`src/rtl/imageproc_pkg.sv`:
```
// Shared types for the imageproc command path: sequencer state encoding and the
// command/operand pair carried through the sequencer FIFO.
package imageproc_pkg;

    localparam int unsigned CMD_W  = 4;
    localparam int unsigned DATA_W = 16;

    typedef enum logic [1:0] {
        IDLE,
        ISSUE,
        EXEC,
        DONE
    } seq_state_e;

    typedef struct packed {
        logic [CMD_W-1:0]  cmd;
        logic [DATA_W-1:0] data;
    } cmd_t;

endpackage

```
`src/rtl/imageproc_cmd_sequencer_if.sv`:
```
// Command handshake between the sequencer (master) and imageproc (slave).
interface imageproc_cmd_sequencer_if #(
    parameter int unsigned CMD_W  = imageproc_pkg::CMD_W,
    parameter int unsigned DATA_W = imageproc_pkg::DATA_W
);
    logic [CMD_W-1:0]  cmd;
    logic [DATA_W-1:0] cmd_data;
    logic              cmd_valid;
    logic              cmd_ack;
    logic              busy;
    logic              refresh;
    logic              error;

    modport master (
        output cmd, cmd_data, cmd_valid,
        input  cmd_ack, busy, refresh, error
    );

    modport slave (
        input  cmd, cmd_data, cmd_valid,
        output cmd_ack, busy, refresh, error
    );
endinterface

```
`src/rtl/imageproc_cmd_fifo.sv`:
```
// Synchronous FIFO of command entries; push while full and pop while empty are ignored.
module imageproc_cmd_fifo
    import imageproc_pkg::*;
#(
    parameter int unsigned DEPTH = 8,
    parameter type entry_t = cmd_t
) (
    input  logic                   clk,
    input  logic                   rst,
    input  logic                   push,
    input  entry_t                 wdata,
    input  logic                   pop,
    output entry_t                 rdata,
    output logic                   full,
    output logic                   empty,
    output logic [$clog2(DEPTH):0] level
);
    localparam int unsigned AW = $clog2(DEPTH);

    entry_t         mem [DEPTH];
    logic [AW-1:0]  wr_ptr;
    logic [AW-1:0]  rd_ptr;
    logic           do_push;
    logic           do_pop;

    assign full    = (level == (AW+1)'(DEPTH));
    assign empty   = (level == '0);
    assign do_push = push && !full;
    assign do_pop  = pop && !empty;
    assign rdata   = mem[rd_ptr];

    always_ff @(posedge clk) begin
        if (rst) begin
            wr_ptr <= '0;
            rd_ptr <= '0;
            level  <= '0;
        end else begin
            if (do_push) wr_ptr <= wr_ptr + AW'(1);
            if (do_pop)  rd_ptr <= rd_ptr + AW'(1);
            level <= level + (AW+1)'(do_push) - (AW+1)'(do_pop);
        end
    end

    always_ff @(posedge clk) begin
        if (!rst && do_push) mem[wr_ptr] <= wdata;
    end

endmodule

```
`src/rtl/imageproc_cmd_sequencer.sv`:
```
// Feeds buffered host commands to imageproc one at a time, with ack/busy timeouts,
// bounded retry on error, sticky status flags and completion/refresh counters.
module imageproc_cmd_sequencer #(
    parameter int unsigned CMD_W     = imageproc_pkg::CMD_W,
    parameter int unsigned DATA_W    = imageproc_pkg::DATA_W,
    parameter int unsigned DEPTH     = 8,
    parameter int unsigned TIMEOUT   = 255,
    parameter int unsigned MAX_RETRY = 2
) (
    input  logic                   clk,
    input  logic                   rst,
    input  logic                   in_valid,
    output logic                   in_ready,
    input  logic [CMD_W-1:0]       in_cmd,
    input  logic [DATA_W-1:0]      in_data,
    imageproc_cmd_sequencer_if.master proc_bus,
    input  logic                   clear,
    output logic [$clog2(DEPTH):0] fifo_level,
    output logic [15:0]            done_count,
    output logic [15:0]            refresh_count,
    output logic                   err_flag,
    output logic                   timeout_flag
);
    import imageproc_pkg::*;

    localparam int unsigned TW = $clog2(TIMEOUT + 1);
    localparam int unsigned RW = $clog2(MAX_RETRY + 2);

    typedef struct packed {
        logic [CMD_W-1:0]  cmd;
        logic [DATA_W-1:0] data;
    } entry_t;

    seq_state_e         state;
    entry_t             fifo_head;
    entry_t             fifo_in;
    logic               fifo_full;
    logic               fifo_empty;
    logic               fifo_pop;
    logic [TW-1:0]      timer;
    logic [RW-1:0]      retry_cnt;
    logic [CMD_W-1:0]   hold_cmd;
    logic [DATA_W-1:0]  hold_data;
    logic               cmd_valid_r;

    assign fifo_in  = '{cmd: in_cmd, data: in_data};
    assign fifo_pop = (state == IDLE) && !fifo_empty;
    assign in_ready = !fifo_full;

    assign proc_bus.cmd       = hold_cmd;
    assign proc_bus.cmd_data  = hold_data;
    assign proc_bus.cmd_valid = cmd_valid_r;

    imageproc_cmd_fifo #(
        .DEPTH   (DEPTH),
        .entry_t (entry_t)
    ) u_fifo (
        .clk   (clk),
        .rst   (rst),
        .push  (in_valid),
        .wdata (fifo_in),
        .pop   (fifo_pop),
        .rdata (fifo_head),
        .full  (fifo_full),
        .empty (fifo_empty),
        .level (fifo_level)
    );

    // clear is applied first so a same-cycle set/increment further down overrides it
    always_ff @(posedge clk) begin
        if (rst) begin
            state        <= IDLE;
            hold_cmd     <= '0;
            hold_data    <= '0;
            cmd_valid_r  <= 1'b0;
            timer        <= '0;
            retry_cnt    <= '0;
            done_count   <= '0;
            err_flag     <= 1'b0;
            timeout_flag <= 1'b0;
        end else begin
            if (clear) begin
                done_count   <= '0;
                err_flag     <= 1'b0;
                timeout_flag <= 1'b0;
            end
            case (state)
                IDLE: begin
                    if (!fifo_empty) begin
                        hold_cmd    <= fifo_head.cmd;
                        hold_data   <= fifo_head.data;
                        cmd_valid_r <= 1'b1;
                        retry_cnt   <= '0;
                        timer       <= '0;
                        state       <= ISSUE;
                    end
                end
                ISSUE: begin
                    if (proc_bus.cmd_ack) begin
                        cmd_valid_r <= 1'b0;
                        timer       <= '0;
                        state       <= EXEC;
                    end else if (timer == TW'(TIMEOUT - 1)) begin
                        cmd_valid_r  <= 1'b0;
                        timeout_flag <= 1'b1;
                        state        <= IDLE;
                    end else begin
                        timer <= timer + TW'(1);
                    end
                end
                EXEC: begin
                    if (proc_bus.error) begin
                        if (retry_cnt < RW'(MAX_RETRY)) begin
                            retry_cnt   <= retry_cnt + RW'(1);
                            cmd_valid_r <= 1'b1;
                            timer       <= '0;
                            state       <= ISSUE;
                        end else begin
                            err_flag <= 1'b1;
                            state    <= IDLE;
                        end
                    end else if (!proc_bus.busy) begin
                        state <= DONE;
                    end else if (timer == TW'(TIMEOUT - 1)) begin
                        timeout_flag <= 1'b1;
                        state        <= IDLE;
                    end else begin
                        timer <= timer + TW'(1);
                    end
                end
                DONE: begin
                    done_count <= clear ? 16'd1 : done_count + 16'd1;
                    state      <= IDLE;
                end
                default: state <= IDLE;
            endcase
        end
    end

    always_ff @(posedge clk) begin
        if (rst) begin
            refresh_count <= '0;
        end else if (proc_bus.refresh) begin
            refresh_count <= clear ? 16'd1 : refresh_count + 16'd1;
        end else if (clear) begin
            refresh_count <= '0;
        end
    end

endmodule

```
`src/flat_wrapper.sv`:
```
// flat-port wrapper written by rule: the top's interface ports become plain ports
module imageproc_cmd_sequencer_flat import imageproc_pkg::*;
#(
    parameter int unsigned CMD_W     = imageproc_pkg::CMD_W,
    parameter int unsigned DATA_W    = imageproc_pkg::DATA_W,
    parameter int unsigned DEPTH     = 8,
    parameter int unsigned TIMEOUT   = 255,
    parameter int unsigned MAX_RETRY = 2
)
  (clk, rst, in_valid, in_ready, in_cmd, in_data, clear, fifo_level, done_count, refresh_count, err_flag, timeout_flag, proc_bus_cmd, proc_bus_cmd_data, proc_bus_cmd_valid, proc_bus_cmd_ack, proc_bus_busy, proc_bus_refresh, proc_bus_error);
  imageproc_cmd_sequencer_if #(.CMD_W(CMD_W), .DATA_W(DATA_W)) proc_bus_i ();
  input  logic clk;
  input  logic rst;
  input  logic in_valid;
  output logic in_ready;
  input  logic [CMD_W-1:0] in_cmd;
  input  logic [DATA_W-1:0] in_data;
  input  logic clear;
  output logic [$clog2(DEPTH):0] fifo_level;
  output logic [15:0] done_count;
  output logic [15:0] refresh_count;
  output logic err_flag;
  output logic timeout_flag;
  output wire logic [$bits(proc_bus_i.cmd)-1:0] proc_bus_cmd;
  output wire logic [$bits(proc_bus_i.cmd_data)-1:0] proc_bus_cmd_data;
  output wire logic [$bits(proc_bus_i.cmd_valid)-1:0] proc_bus_cmd_valid;
  input wire logic [$bits(proc_bus_i.cmd_ack)-1:0] proc_bus_cmd_ack;
  input wire logic [$bits(proc_bus_i.busy)-1:0] proc_bus_busy;
  input wire logic [$bits(proc_bus_i.refresh)-1:0] proc_bus_refresh;
  input wire logic [$bits(proc_bus_i.error)-1:0] proc_bus_error;
  assign proc_bus_cmd = proc_bus_i.cmd;
  assign proc_bus_cmd_data = proc_bus_i.cmd_data;
  assign proc_bus_cmd_valid = proc_bus_i.cmd_valid;
  assign proc_bus_i.cmd_ack = proc_bus_cmd_ack;
  assign proc_bus_i.busy = proc_bus_busy;
  assign proc_bus_i.refresh = proc_bus_refresh;
  assign proc_bus_i.error = proc_bus_error;
  imageproc_cmd_sequencer #(.CMD_W(CMD_W), .DATA_W(DATA_W), .DEPTH(DEPTH), .TIMEOUT(TIMEOUT), .MAX_RETRY(MAX_RETRY)) u_core (.clk(clk), .rst(rst), .in_valid(in_valid), .in_ready(in_ready), .in_cmd(in_cmd), .in_data(in_data), .proc_bus(proc_bus_i), .clear(clear), .fifo_level(fifo_level), .done_count(done_count), .refresh_count(refresh_count), .err_flag(err_flag), .timeout_flag(timeout_flag));
endmodule
```
`config.mk`:
```
export PLATFORM = sky130hd
export DESIGN_NAME = imageproc_cmd_sequencer_flat
export DESIGN_NICKNAME = d
export VERILOG_FILES = /design/src/rtl/imageproc_pkg.sv /design/src/rtl/imageproc_cmd_sequencer_if.sv /design/src/rtl/imageproc_cmd_fifo.sv /design/src/rtl/imageproc_cmd_sequencer.sv /design/src/flat_wrapper.sv
export SDC_FILE = /design/constraint.sdc
export NUM_CORES = 1
export LEC_CHECK = 0
export ABC_AREA = 1
export BUFFER_PORTS_ARGS = -buffer_cell sky130_fd_sc_hd__buf_2
export CELL_PAD_IN_SITES_DETAIL_PLACEMENT = 0
export CELL_PAD_IN_SITES_GLOBAL_PLACEMENT = 1
export CORE_ASPECT_RATIO = 0.75
export CORE_MARGIN = 3
export CORE_UTILIZATION = 51
export CTS_BUF_LIST = sky130_fd_sc_hd__clkbuf_8
export DETAILED_ROUTE_END_ITERATION = 12
export PLACE_DENSITY_LB_ADDON = 0.1
export SYNTH_ARGS = -nofsm -noshare
export SYNTH_HDL_FRONTEND = slang
export SYNTH_SLANG_ARGS = --single-unit
```
`constraint.sdc`:
```
create_clock -name clk -period 8.2 [get_ports clk]
set_input_delay 1.64 -clock clk [delete_from_list [all_inputs] [get_ports clk]]
set_output_delay 1.64 -clock clk [all_outputs]
set_load 0.05 [all_outputs]
```
* After elaboration in Yosys (flattened, before gate mapping) *
Memories as Yosys holds them, arrays and structs flattened. A register that Yosys moved wholly into a read port is not among the register bits.
Index checks and enable logic that the tools add are counted.

word-level totals
  flip-flop bits (word level) = 57
  logic and storage cells = 91
  output and inout port bits = 60
  memories = 1
  bits of input ports = 28
  bits in writable memories = 160

operators by class
  mux-type cells = 41
  bitwise gates (word level) = 1
  order comparisons = 1
  reduce and logical (&&, ||, !) cells = 17
  eq/ne operators = 11
  add/subtract/negate cells = 8

memories
  memory             depth  width  rd ports  clocked after Yosys merged registers in  wr ports  RTL line                  text
  u_core.u_fifo.mem  8      20     1         1                                        1         imageproc_cmd_fifo.sv:20  entry_t mem [DEPTH];

operators by type and width
  operator               count
  $mux 16                5
  $mux 8                 6
  $add 16x1->16 const B  2
  $pmux 8 s3             1
  $mux 1                 17
  $mux 2                 8
  $add 8x1->8 const B    1
  $eq 8x8->1 const B     1
  $pmux 2 s4             1
  $reduce_and 4->1       2
  $add 3x1->3 const B    2
  $ne 3x2->1 const B     2
  $reduce_bool 2->1      3
  $reduce_and 5->1       1
  $add 4x1->4            1
  $eq 2x2->1 const B     2
  $eq 4x4->1 const B     1
  $logic_and 1x1->1      4
  $logic_not 4->1        1
  $ne 2x2->1 const B     2
  $pmux 2 s2             1
  $sub 4x1->4            1
  $logic_not 1->1        3
  $ne 3x3->1 const B     1
  10 further kinds       10

* Longest topological paths before layout *
  depth in word-level cells = 6
  gate-level depth with buffers = 15
  mapped depth without buffers = 14

* By module *
Synthesis repeated with hierarchy kept, for this count alone.

second synthesis, totals
  cell total of the unflattened synthesis = 1221
  area, all modules = 10767.8 µm²

modules (own cells, without submodules)
  module                   area an instance (µm²)  instances  cells an instance  sequential area each (µm²)
  imageproc_cmd_fifo       7681.1                  1          795                5064.9
  imageproc_cmd_sequencer  3086.7                  1          426                1341.3

* Least setup slack after synthesis *
No wires, ideal clock.

  path kind = input -> register
  start point = input rst
  end point = memory u_core.u_fifo.mem[6][0] in the netlist's numbering, enable pin
  path slack = 4.317 ns
  setup time = 0.422 ns
  data required time = 7.778 ns
  buffers on the path = 1
  data arrival time = 3.460 ns
  cell stages on the path = 4
  cells stage by stage = buf_2 > inv_1 > nand2_1 > nor3_1

between the ends
  longest elaborated chain between the ends = 4

ends and longest elaborated chain
  element                       RTL line                  text
  start, declared               flat_wrapper.sv:13        input logic rst;
  $logic_not 1->1               imageproc_cmd_fifo.sv:45  if (!rst && do_push) mem[wr_ptr] <= wdata;
  $logic_and 1x1->1             imageproc_cmd_fifo.sv:45
  $mux 1                        imageproc_cmd_fifo.sv:45
  $mux 1 (implied by the code)  imageproc_cmd_fifo.sv:45
  end, declared                 imageproc_cmd_fifo.sv:20

No other way between the ends.

* Final worst setup path *
Same ends and word-level chain as after synthesis.

==> flow_summary.json <==
{
  "cts_resized": 0,
  "cp_common_cell": "buf_4",
  "dp_hpwl_mm": 13.8,
  "status": "completed",
  "synth-seq-cells": 237,
  "yosysTopAreaCellShare_pct": 45.9,
  "design.core.area_sq_um": 19800,
  "row_count": 44,
  "cpPeakStageDelay_ns": 0.81,
  "die_h_microns": 130,
  "die_area_sq_um": 22300,
  "clock_skew_ns": 0.0326,
  "power_density_nw_per_um2": 296,
  "synthCells": 1153,
  "combPwrFrac_pct": 30.7,
  "clock_power_share_pct": 28.8,
  "grt_antenna_before_repair": 0,
  "worst_pin_slew_ns": 1.21,
  "synth_edf_count": 160,
  "drt-initial-drc-count": 570,
  "power_switching_mw": 1.31,
  "port_buffers": 87,
  "synth_seq_area_share_pct": 60.6,
  "slew_viol_final": 0,
  "io-pin-count": 88,
  "tns_ns": 0,
  "grt_use_total_pct": 20.8,
  "yosysTopAreaCell": "edfxtp_1",
  "synth_ff_type": "edfxtp_1",
  "grt_pass1_vias": 7035,
  "switching_share_pct": 37.3,
  "crit_fanout": 35,
  "drc": 0,
  "synth_common_cells": "nand2_1 (329), inv_1 (184), edfxtp_1 (160)",
  "via_per_inst": 4.91,
  "leakage_nw": 5.25,
  "max_cap_viol_count": 0,
  "synth_area_leaders": "edfxtp_1 (46%), dfxtp_1 (15%), nand2_1 (12%), nand3_1 (7.5%), inv_1 (6.6%)",
  "die_x_microns": 171,
  "setup_viol": 0,
  "crit_path_end_kind": "register",
  "drtPass1Iterations": 5,
  "cts_setup_buffers": 0,
  "place_ws_ns": 3.96,
  "area.growth.synth_to_final_pct": 13.6,
  "slew_headroom_pct": 19.0,
  "cpMaxStageDelayCell": "nor3_2",
  "grt_max_degree": 83,
  "worstSkewPairLatency_ns": 0.54,
  "initial_utilization_pct": 53.0,
  "synth_cell_type_count": 34,
  "post-route-util_pct": 60.1,
  "worstSetupPathType": "primary input to register",
  "cts_hold_buf": 0,
  "syn_area_sq_um": 10500,
  "drive_gt1_share_pct": 14.4,
  "setup_ws_ns": 4.51,
  "cp.required_ns": 8.41,
  "cp_cell_sequence": "buf_2, buf_4, inv_1, nand2_1, nor3_2, buf_4",
  "max_freq_mhz": 271,
  "ant_nets": 0,
  "clk_path_buf_depth": 3,
  "htreeDepth": 2,
  "async_flop_share_pct": 0,
  "nets": 1295,
  "cts_num_sinks": 237,
  "worstPathArrival_ns": 3.90,
  "grt_pass1_wl_mm": 36.5,
  "tritoncts": "done",
  "wl_per_cell_microns": 15.1,
  "fin_crit_ns": 3.69,
  "hold_path_class": "register to register",
  "clk_pin_slew_ns": 0.06,
  "diodes": 0,
  "seqPwrFrac_pct": 40.5,
  "fin_crit_sh_pct": 45.0,
  "overflow": 0,
  "hold_violations": 0,
  "vdd_drop_max_mv": 0.205,
  "internal_power_mw": 2.20,
  "vias": 7522,
  "place_congestion": 0.790,
  "cts-root-buf": "clkbuf_8",
  "syn_area_per_cell_sq_um": 9.08,
  "synth_most_common_cell": "nand2_1",
  "syn_nets": 1199,
  "rsz0062_at_grt": "false",
  "start_kind": "primary input",
  "yosys_warnings": 0,
  "cts_made_buffers": 39,
  "drt-total-wl_mm": 23.2
}
[flip-flops by register name, summed over array words and instances (netlist names)]
register                   count
u_core.u_fifo.wr_ptr           3
u_core.u_fifo.mem            160
u_core.state                   2
u_core.u_fifo.rd_ptr           3
u_core.retry_cnt               2
u_core.done_count             16
u_core.timeout_flag            1
u_core.refresh_count          16
u_core.proc_bus.cmd_valid      1
u_core.err_flag                1
u_core.proc_bus.cmd_data      16
u_core.timer                   8
u_core.proc_bus.cmd            4
u_core.u_fifo.level            4
[final cells by class]
cell class,count,area (sq um)
fillers,1740,7880
flip-flops and latches,237,6350
multi-input cells,688,3240
inverters,186,701
clock buffers,47,647
repair buffers,97,510
well taps,253,317
clock inverters,23,128
[path summary, 6_finish.rpt]
kind	startpoint	to	slack [ns]	cells past startpoint
setup / recovery	rst	u_core.u_fifo.mem[6][0]	4.51	6
hold / removal	u_core.err_flag	u_core.err_flag	0.46	2
setup reg to reg	u_core.state[1]	u_core.u_fifo.level[2]	4.89	11
hold reg to reg	u_core.err_flag	u_core.err_flag	0.46	2
[worst max-delay path, delay by kind of cell]
family                 cells  cell delay (ns)
and+or+nand+nor            2             1.06
buffers and inverters      4             1.17
[logic make-up after synthesis]
family | share of synthesized area, %
adders and majority gates | 2.22
AOI/OAI and AO/OA | 4.11
and+or+nand+nor | 24.0
xor gates and xnor gates | 0.335
buffers and inverters | 8.73
DFF | 60.6
[layer usage]
metal,wire (microns),share of wire (%),track usage [%]
met5,0,0,0
met4,420,1.8,5.96
met3,1390,6.0,4.60
met2,9950,43,31.5
met1,11400,49,30.6
[power by group through the flow]
stage                     logic [mW]  registers (mW)  clock network, mW
after floorplan                0.614            1.66                  0
after global placement          1.08            1.45                  0
after detailed placement        1.09            1.45                  0
after CTS                       1.09            1.42               1.04
after global routing            1.20            1.44               1.09
final                           1.08            1.42               1.01
[layout by cell type, fill, tap and decap left out, types with 2 or more instances in the layout]
master / netlist / routed
nand4_1: 4 / 4
o21a_1: 2 / 2
buf_2: 29 / 87
buf_4: 3 / 10
o21ai_0: 25 / 25
and3_1: 2 / 2
inv_2: 1 / 2
or2_2: 2 / 2
clkinv_2: 0 / 5
nor2_2: 5 / 9
nand3_1: 156 / 156
inv_1: 184 / 198
o21ai_1: 5 / 5
nand2_1: 329 / 329
edfxtp_1: 160 / 160
dfxtp_1: 77 / 76
nor3_2: 0 / 4
nand2_2: 6 / 6
clkbuf_8: 0 / 47
nor3b_1: 2 / 2
nor3_1: 9 / 5
nor2_1: 60 / 56
xor2_1: 3 / 3
a21oi_1: 50 / 50
ha_1: 17 / 17
nor2_4: 4 / 4
[through the flow]
step	cell area [sq um]	power, mW	hold WS (ns)	instances
6_report	11900	3.52	0.458	1531
5_1_grt	11900	3.73	0.477	1531
4_1_cts	11900	3.55	0.463	1531
3_5_place_dp	11100	2.54	0.449	1461
3_3_place_gp	11100	2.53	0.441	1461
2_1_floorplan	10500	2.27	0.444	1153
Note: power is estimated with default switching activity, not from simulation.
